$ cat src/rtl/input_spike_buffer_if.sv
// input_spike_buffer_if: push/pop handshake bundle between the host side and the core grid.
interface input_spike_buffer_if #(
    parameter int DATA_W = 30
);
    logic              wr_en;
    logic [DATA_W-1:0] wr_data;
    logic              full;
    logic              rd_valid;
    logic              rd_ready;
    logic [DATA_W-1:0] rd_data;

    modport master (output wr_en, output wr_data, output rd_ready,
                    input full, input rd_valid, input rd_data);
    modport slave  (input wr_en, input wr_data, input rd_ready,
                    output full, output rd_valid, output rd_data);
endinterface

$ cat src/rtl/input_spike_buffer.sv
// input_spike_buffer: FWFT spike FIFO plus IDLE/RUN/DONE tick-run FSM; INPUT_SPIKE_BUFFER_DROP_CNT_EN adds drop_cnt.
module input_spike_buffer #(
    parameter int DEPTH  = 16,
    parameter int DATA_W = 30,
    parameter int TICK_W = 16
) (
    input  logic                     clk,
    input  logic                     rst_n,
    input_spike_buffer_if.slave      bus,
    output logic                     input_buffer_empty,
    output logic [$clog2(DEPTH):0]   count,
    input  logic                     tick,
    input  logic [TICK_W-1:0]        num_ticks,
    input  logic                     start,
    output logic                     complete,
    output logic [TICK_W-1:0]        tick_cnt
`ifdef INPUT_SPIKE_BUFFER_DROP_CNT_EN
    ,output logic [15:0]             drop_cnt
`endif
);
    localparam int AW = $clog2(DEPTH);

    typedef enum logic [1:0] {IDLE, RUN, DONE} state_t;

    logic [DATA_W-1:0] mem [DEPTH];
    logic [AW:0]       wr_ptr, rd_ptr;
    logic              push, pop;
    state_t            state;

    assign input_buffer_empty = wr_ptr == rd_ptr;
    assign bus.full     = (wr_ptr[AW] != rd_ptr[AW]) && (wr_ptr[AW-1:0] == rd_ptr[AW-1:0]);
    assign count        = wr_ptr - rd_ptr;
    assign bus.rd_valid = !input_buffer_empty;
    assign bus.rd_data  = mem[rd_ptr[AW-1:0]];
    assign push         = bus.wr_en && !bus.full;
    assign pop          = bus.rd_valid && bus.rd_ready;

    always_ff @(posedge clk)
        if (push) mem[wr_ptr[AW-1:0]] <= bus.wr_data;

    always_ff @(posedge clk or negedge rst_n)
        if (!rst_n) begin
            wr_ptr <= '0;
            rd_ptr <= '0;
        end else begin
            if (push) wr_ptr <= wr_ptr + (AW+1)'(1);
            if (pop)  rd_ptr <= rd_ptr + (AW+1)'(1);
        end

    // completion needs both the tick budget met and the buffer drained
    always_ff @(posedge clk or negedge rst_n)
        if (!rst_n) begin
            state    <= IDLE;
            tick_cnt <= '0;
            complete <= 1'b0;
        end else begin
            case (state)
                IDLE: if (start) begin
                    state    <= RUN;
                    tick_cnt <= '0;
                end
                RUN: if (start) begin
                    tick_cnt <= '0;
                end else begin
                    if (tick && tick_cnt != '1) tick_cnt <= tick_cnt + TICK_W'(1);
                    if (tick_cnt == num_ticks && num_ticks != '0 && input_buffer_empty) begin
                        state    <= DONE;
                        complete <= 1'b1;
                    end
                end
                DONE: if (start) begin
                    state    <= RUN;
                    tick_cnt <= '0;
                    complete <= 1'b0;
                end
                default: state <= IDLE;
            endcase
        end

`ifdef INPUT_SPIKE_BUFFER_DROP_CNT_EN
    always_ff @(posedge clk or negedge rst_n)
        if (!rst_n)
            drop_cnt <= '0;
        else if (start)
            drop_cnt <= '0;
        else if (bus.wr_en && bus.full && drop_cnt != '1)
            drop_cnt <= drop_cnt + 16'd1;
`endif
endmodule
$ cat src/flat_wrapper.sv
// flat-port wrapper written by rule: the top's interface ports become plain ports
module input_spike_buffer_flat 
#(
    parameter int DEPTH  = 16,
    parameter int DATA_W = 30,
    parameter int TICK_W = 16
)
  (clk, rst_n, input_buffer_empty, count, tick, num_ticks, start, complete, tick_cnt, bus_wr_en, bus_wr_data, bus_rd_ready, bus_full, bus_rd_valid, bus_rd_data);
  input_spike_buffer_if #(.DATA_W(DATA_W)) bus_i ();
  input  logic clk;
  input  logic rst_n;
  output logic input_buffer_empty;
  output logic [$clog2(DEPTH):0] count;
  input  logic tick;
  input  logic [TICK_W-1:0] num_ticks;
  input  logic start;
  output logic complete;
  output logic [TICK_W-1:0] tick_cnt;
  input wire logic [$bits(bus_i.wr_en)-1:0] bus_wr_en;
  input wire logic [$bits(bus_i.wr_data)-1:0] bus_wr_data;
  input wire logic [$bits(bus_i.rd_ready)-1:0] bus_rd_ready;
  output wire logic [$bits(bus_i.full)-1:0] bus_full;
  output wire logic [$bits(bus_i.rd_valid)-1:0] bus_rd_valid;
  output wire logic [$bits(bus_i.rd_data)-1:0] bus_rd_data;
  assign bus_i.wr_en = bus_wr_en;
  assign bus_i.wr_data = bus_wr_data;
  assign bus_i.rd_ready = bus_rd_ready;
  assign bus_full = bus_i.full;
  assign bus_rd_valid = bus_i.rd_valid;
  assign bus_rd_data = bus_i.rd_data;
  input_spike_buffer #(.DEPTH(DEPTH), .DATA_W(DATA_W), .TICK_W(TICK_W)) u_core (.clk(clk), .rst_n(rst_n), .bus(bus_i), .input_buffer_empty(input_buffer_empty), .count(count), .tick(tick), .num_ticks(num_ticks), .start(start), .complete(complete), .tick_cnt(tick_cnt));
endmodule
$ cat config.mk
export PLATFORM = sky130hd
export DESIGN_NAME = input_spike_buffer_flat
export DESIGN_NICKNAME = d
export VERILOG_FILES = /design/src/rtl/input_spike_buffer_if.sv /design/src/rtl/input_spike_buffer.sv /design/src/flat_wrapper.sv
export SDC_FILE = /design/constraint.sdc
export NUM_CORES = 1
export LEC_CHECK = 0
export CAP_MARGIN = 0
export CORE_MARGIN = 4
export CORE_UTILIZATION = 40
export DETAILED_ROUTE_END_ITERATION = 10
export GPL_TIMING_DRIVEN = 1
export PLACE_DENSITY_LB_ADDON = 0.2
export SYNTH_ARGS = -nofsm -noshare
export SYNTH_HDL_FRONTEND = slang
export SYNTH_SLANG_ARGS = --single-unit
$ cat constraint.sdc
create_clock -name clk -period 6.7 [get_ports clk]
set_input_delay 1.34 -clock clk [delete_from_list [all_inputs] [get_ports clk]]
set_output_delay 1.34 -clock clk [all_outputs]
set_load 0.01 [all_outputs]
==> summary.md, run 1 <==
| Metric | Value |
|---|---|
| CTS tree | yes |
| Post-route ant nets | 0 |
| Final nets | 1,101 |
| CTS max path bufs | 3 |
| Crit path DAT | 3.56 ns |
| Rel. slew slack | 0.284 |
| Clock H-tree levels | 2 |
| Drt pass-1 iters | 5 |
| Number of global-route vias before repair | 10.0k |
| Worst hold path type | reg2reg |
| Yosys warns | 0 |
| Area Growth Syn to Fin | 17.2% |
| Syn Std Cell Area | 0.0201 mm2 |
| Cell Pwr Density | 410 mW/mm2 |
| DRT iter0 DRCs | 646 |
| Outcome | finished, final reports clean |
| Via Count | 9,276 |
| Internal power | 6890 uW |
| Fin crit period | 4.90 ns |
| Initial antenna violation count | 2 |
| DP Wirelength | 24,400 um |
| Period utilization | 0.731 |
| Cts bufs inserted | 52 |
| Root buffer cell | clkbuf_16 |
| # resized after CTS | 0 |
| RSZ-0062 raised after global routing | false |
| Drt total wl | 44,700 um |
| Synth Register Bits | 509 |
| Cell variety after synth | 50 |
| Clock-pin slew on the worst setup and hold paths | 0.06 ns |
| Die area | 0.0539 mm2 |
| I/O pin count | 107 |
| Leakage power | 0.00748 uW |
| Maxcap violations | 0 |
| Worst-Skew Late Latency | 0.59 ns |
| Tot Pwr | 9660 uW |
| Share of cells above drive strength 1 | 0.242 |
| FP Rows | 81 |
| Endpoint class of the critical path | output pin |
| Starting Density | 0.407 |
| Primary FF master, synth | edfxtp_1 |
| TNS Setup | 0 ns |
| Synthesized area per cell | 22.4 um2 |
| Overflow after GRT | 0 |
| Slew @ Worst Pin | 1.07 ns |
| Post-synth EDFFs | 480 |
| Residual DRC | 0 |
| Mapped Nets | 960 |
| Finish-stage setup viols | 0 |
| Final hold vios | 0 |
| CTS Hold Buffers Added | 0 |
| CP startpoint kind | register |
| Switching Fraction | 0.286 |
| Setup repair bufs after CTS | 0 |
| Post-Synthesis Cells | 897 |
| Post-synth ARST share | 0.0570 |
| Switching Power | 2770 uW |
| Worst EP required | 5.36 ns |
| Pin count of the biggest net entering global routing | 70 |
| Commonest non-fill, non-tap cells in the layout | 480 x edfxtp_1, 144 x mux4_2, 106 x clkdlybuf4s50_1 |
| Clock sink count | 509 |
| Seq/Total Area, Yosys | 0.753 |
| Slew Viols, Final | 0 |
| Commonest non-fill, non-tap cell in the layout | edfxtp_1 |
| Port bufs | 106 |
| Power share of the sequential group | 0.417 |
| GP Congestion | 0.781 |
| Max Fclk | 0.204 GHz |
| Skew final | 0.0142 ns |
| Max VDD drop | 0.215 mV |
| Part of the power in combinational logic | 0.307 |
| Drt via density | 5.33 |
| Die H | 232 um |
| Tot GR Track Use | 0.167 |
| Worst-path fanout max | 69 |
| Crit Path Class | reg2out |
| Die width | 232 um |
| Drt wl/cell | 25.7 um |
| Core area | 0.0494 mm2 |
| First-pass GRT wire length | 66,100 um |
| Clock power share | 0.276 |
[per-stage QoR]
stage,cells,util,hold slack (ns),setup slack (ns),area (um2)
global placement,1648,0.446,0.521,2.33,22000
detailed placement,1648,0.446,0.528,2.31,22000
global route,1738,0.477,0.576,1.67,23600
finish,1739,0.478,0.539,1.80,23600
floorplan,897,-,0.492,1.98,20100
CTS,1738,0.477,0.541,1.70,23600
[power groups by stage]
stage	logic [uW]	registers [uW]	clock network, uW
finish	2970	4030	2660
global route	3190	4060	2870
CTS	3080	4030	2740
detailed placement	3060	4100	0
global placement	3060	4090	0
floorplan	1990	3960	0
[synthesized netlist by cell type, types with 7 or more instances]
master	number	area share
dfrtp_1	29	0.036
clkbuf_1	15	0.0028
buf_2	10	0.0025
mux4_2	144	0.16
a21oi_1	7	0.0017
xor2_1	14	0.0061
nor2_1	19	0.0035
xnor2_1	21	0.0091
ha_1	10	0.0062
nor3_1	10	0.0025
nor4_1	7	0.0022
nand4_1	16	0.0050
edfxtp_1	480	0.72
nand2_1	24	0.0045
inv_1	14	0.0026
buf_6	8	0.0045
[routing by layer]
layer  up-vias  track usage  wire [um]
li1       4064            -          -
met1      5006        0.229      19500
met2       151        0.282      22800
met3        53       0.0277       1640
met4         2       0.0424        707
met5         -            0         13
[kinds of logic after synthesis]
| group | share of synthesized area |
|---|---|
| adder cells (fa/ha/maj) | 0.00722 |
| AO/OA/AOI/OAI | 0.0121 |
| AND/OR/NAND/NOR | 0.0265 |
| XOR/XNOR | 0.0152 |
| buffers and inverters | 0.0156 |
| multiplexers | 0.170 |
| flip-flops | 0.753 |
[critical path: stages (launching register included)]
cell and delay (ns):
dfrtp_4 0.99, buf_12 0.48, mux4_2 0.39, mux4_2 0.54, clkdlybuf4s50_1 0.52
[sequential cells by signal (all words and copies together) (netlist names)]
| signal | flops |
|---|---|
| u_core.wr_ptr | 5 |
| u_core.mem | 480 |
| u_core.complete | 1 |
| u_core.rd_ptr | 5 |
| u_core.tick_cnt | 16 |
| u_core.state | 2 |
[final timing paths]
kind,startpoint,endpoint,cells past startpoint,slack (ns)
worst max-delay path,u_core.rd_ptr[1],bus_rd_data[29],4,1.80
worst min-delay path,u_core.rd_ptr[4],u_core.rd_ptr[4],1,0.54
worst max register to register,u_core.rd_ptr[1],u_core.mem[10][0],8,2.45
worst min register to register,u_core.rd_ptr[4],u_core.rd_ptr[4],1,0.54
max in group asynchronous,rst_n,u_core.rd_ptr[1],2,5.24
min in group asynchronous,rst_n,u_core.tick_cnt[4],2,1.14
[layout make-up]
| type | instances | area (um2) |
|---|---|---|
| fill | 4078 | 25800 |
| antenna | 1 | 2.50 |
| sequential | 509 | 15100 |
| clock buffer | 61 | 1340 |
| timing repair buffer | 127 | 1260 |
| multi-input combinational | 332 | 4730 |
| tap | 664 | 831 |
| clock inverter | 29 | 210 |
| inverter | 16 | 60.1 |
No activity file was read; power rests on OpenSTA's default activity.
==> run 2, diff against run 1 <==
Clock period 6.7 ns to 4 ns, I/O delays scaled along.
==> run 2 against run 1 <==
Core utilization grew 0.80 points. Clock-buffer cell count grew 8. Design area grew 1.7%. Highest routed layer unchanged.
==> summary.md, run 2 (synthesized netlist as in run 1, its figures left out) <==
| Metric | Value |
|---|---|
| Crit path DAT | 3.08 ns (was 3.56 ns) |
| Endpoint class of the critical path | output pin (unchanged) |
| Crit-path leading delay family | multiplexers (was buffers and inverters) |
| Slowest cell on crit path | mux4_1 (was dfrtp_4) |
| CTS max path bufs | 3 (unchanged) |
| Cell Chain, Critical Path | buf_16, mux4_1, mux4_2, clkdlybuf4s50_1 (was buf_12, mux4_2, mux4_2, clkdlybuf4s50_1) |
| Clock-pin slew on the worst setup and hold paths | 0.06 ns (about the same) |
| Skew final | 0.0113 ns (was 0.0142 ns) |
| Placement Cell Area | 0.0223 mm2 (was 0.0220 mm2) |
| Worst setup path start | u_core.rd_ptr[0] (was u_core.rd_ptr[1]) |
| Worst EP required | 3.20 ns (was 5.36 ns) |
| Maxcap violations | 0 (unchanged) |
| # fillers | 3,997 (was 4,078) |
| Max FFs per register | 480 (unchanged) |
| Slew Viols, Final | 0 (unchanged) |
| Crit Path Class | reg2out (unchanged) |
| Commonest non-fill, non-tap cell in the layout | edfxtp_1 (unchanged) |
| Leakage power | 0.00766 uW (was 0.00748 uW) |
| I/O pin count | 107 (unchanged) |
| Hold Path Origin | u_core.rd_ptr[4] (unchanged) |
| Clock sink count | 509 (unchanged) |
| Finish-stage setup viols | 0 (unchanged) |
| GP Congestion | 0.779 (was 0.781) |
| Cts bufs inserted | 52 (unchanged) |
| Final nets | 1,115 (was 1,101) |
| Dpl ws | 0.644 ns (was 2.31 ns) |
| Outcome | finished, final reports clean (unchanged) |
| Final non-filler cell total | 1,756 (was 1,739) |
| Slew @ Worst Pin | 0.737 ns (was 1.07 ns) |
| Drt total wl | 44,500 um (was 44,700 um) |
| Worst-Skew Late Latency | 0.60 ns (was 0.59 ns) |
| Die area | 0.0539 mm2 (unchanged) |
| Worst hold path type | reg2reg (unchanged) |
| DRT iter0 DRCs | 740 (was 646) |
| Worst r2r src | u_core.rd_ptr[1] (unchanged) |
| Overflow after GRT | 0 (unchanged) |
| Initial antenna violation count | 1 (was 2) |
| Root buffer cell | clkbuf_16 (unchanged) |
| Die width | 232 um (unchanged) |
| Post-route ant nets | 0 (unchanged) |
| First-pass GRT wire length | 65,900 um (was 66,100 um) |
| Commonest non-fill, non-tap cells in the layout | 480 x edfxtp_1, 144 x mux4_2, 106 x clkdlybuf4s50_1 (unchanged) |
| R2r setup slk | 0.84 ns (was 2.45 ns) |
| Final hold vios | 0 (unchanged) |
| Tot Pwr | 16,700 uW (was 9660 uW) |
| Drt via density | 5.35 (was 5.33) |
| Rel. slew slack | 0.509 (was 0.284) |
| Max Fclk | 0.258 GHz |
| Period utilization | 0.970 |
| CP startpoint kind | register (unchanged) |
| Die H | 232 um (unchanged) |
| Fin util | 0.485 (was 0.478) |
| Antenna cells | 0 (was 1) |
| Worst-path fanout max | 33 (was 69) |
| DP Wirelength | 24,700 um (was 24,400 um) |
| Buf/Inv on CP | 2 (unchanged) |
| Inst Count DP | 1,661 (was 1,648) |
| Number of global-route vias before repair | 10.0k (about the same) |
| Residual DRC | 0 (unchanged) |
| CTS tree | yes (unchanged) |
| Via Count | 9,403 (was 9,276) |
| FP Rows | 81 (unchanged) |
| Starting Density | 0.407 (unchanged) |
| Final instance area | 0.0240 mm2 (was 0.0236 mm2) |
| RSZ-0062 raised after global routing | false (unchanged) |
| Setup ws final | 0.121 ns (was 1.80 ns) |
| Share of cells above drive strength 1 | 0.253 (was 0.242) |
| Drt pass-1 iters | 5 (unchanged) |
| Clock H-tree levels | 2 (unchanged) |
| Drt wl/cell | 25.3 um (was 25.7 um) |
| Core area | 0.0494 mm2 (unchanged) |
| CTS Hold Buffers Added | 0 (unchanged) |
| Cell Pwr Density | 696 mW/mm2 (was 410 mW/mm2) |
| Port bufs | 106 (unchanged) |
| Pin count of the biggest net entering global routing | 37 (was 70) |
| Tot GR Track Use | 0.166 (was 0.167) |
| Max VDD drop | 0.380 mV (was 0.215 mV) |
| Area Growth Syn to Fin | 19.2% (was 17.2%) |
| CP max stage delay | 0.60 ns (was 0.99 ns) |
| Fin crit period | 3.88 ns |
[run 2: routing by layer]
| metal | GRT usage | vias up | share of wire |
|---|---|---|---|
| met1 | 0.230 | 5050 | 0.43 |
| li1 | - | 4091 | - |
| met3 | 0.0329 | 57 | 0.045 |
| met4 | 0.0323 | 2 | 0.014 |
| met5 | 0 | - | 0.00029 |
| met2 | 0.278 | 203 | 0.51 |
[run 2: final timing paths]
check | end | cells past startpoint
setup / recovery | bus_rd_data[11] | 4
hold / removal | u_core.rd_ptr[4] | 1
setup reg to reg | u_core.mem[1][19] | 9
hold reg to reg | u_core.rd_ptr[4] | 1
max in group asynchronous | u_core.rd_ptr[0] | 2
min in group asynchronous | u_core.tick_cnt[6] | 2
[run 2: what timing repair did]
| item | 4_1_cts | 5_1_grt |
|---|---|---|
| pin swaps | 0 | 0 |
| endpoints found under the setup margin | 1 | 3 |
| buffers inserted | 0 | 1 |
| gates resized for setup | 1 | 1 |
[run 2: layout make-up]
class,instances,area (um2),share of cell area
sequential,509,15100,0.632
multi-input combinational,332,4730,0.197
timing repair buffer,141,1520,0.0633
clock buffer,69,1390,0.0579
tap,664,831,0.0347
clock inverter,25,293,0.0122
inverter,16,60.1,0.00251
[run 2: through the flow]
step,hold WS [ns],setup TNS [ns]
detailed placement,0.529,0
CTS,0.547,0
global placement,0.519,0
global route,0.565,0
floorplan,0.492,-86.12
finish,0.538,0
[run 2: report_power, final]
group	internal, uW	total (uW)	switching, uW
registers	6410	6640	237
clock network	2830	4800	1970
logic	2760	5240	2480
total	12000	16700	4690
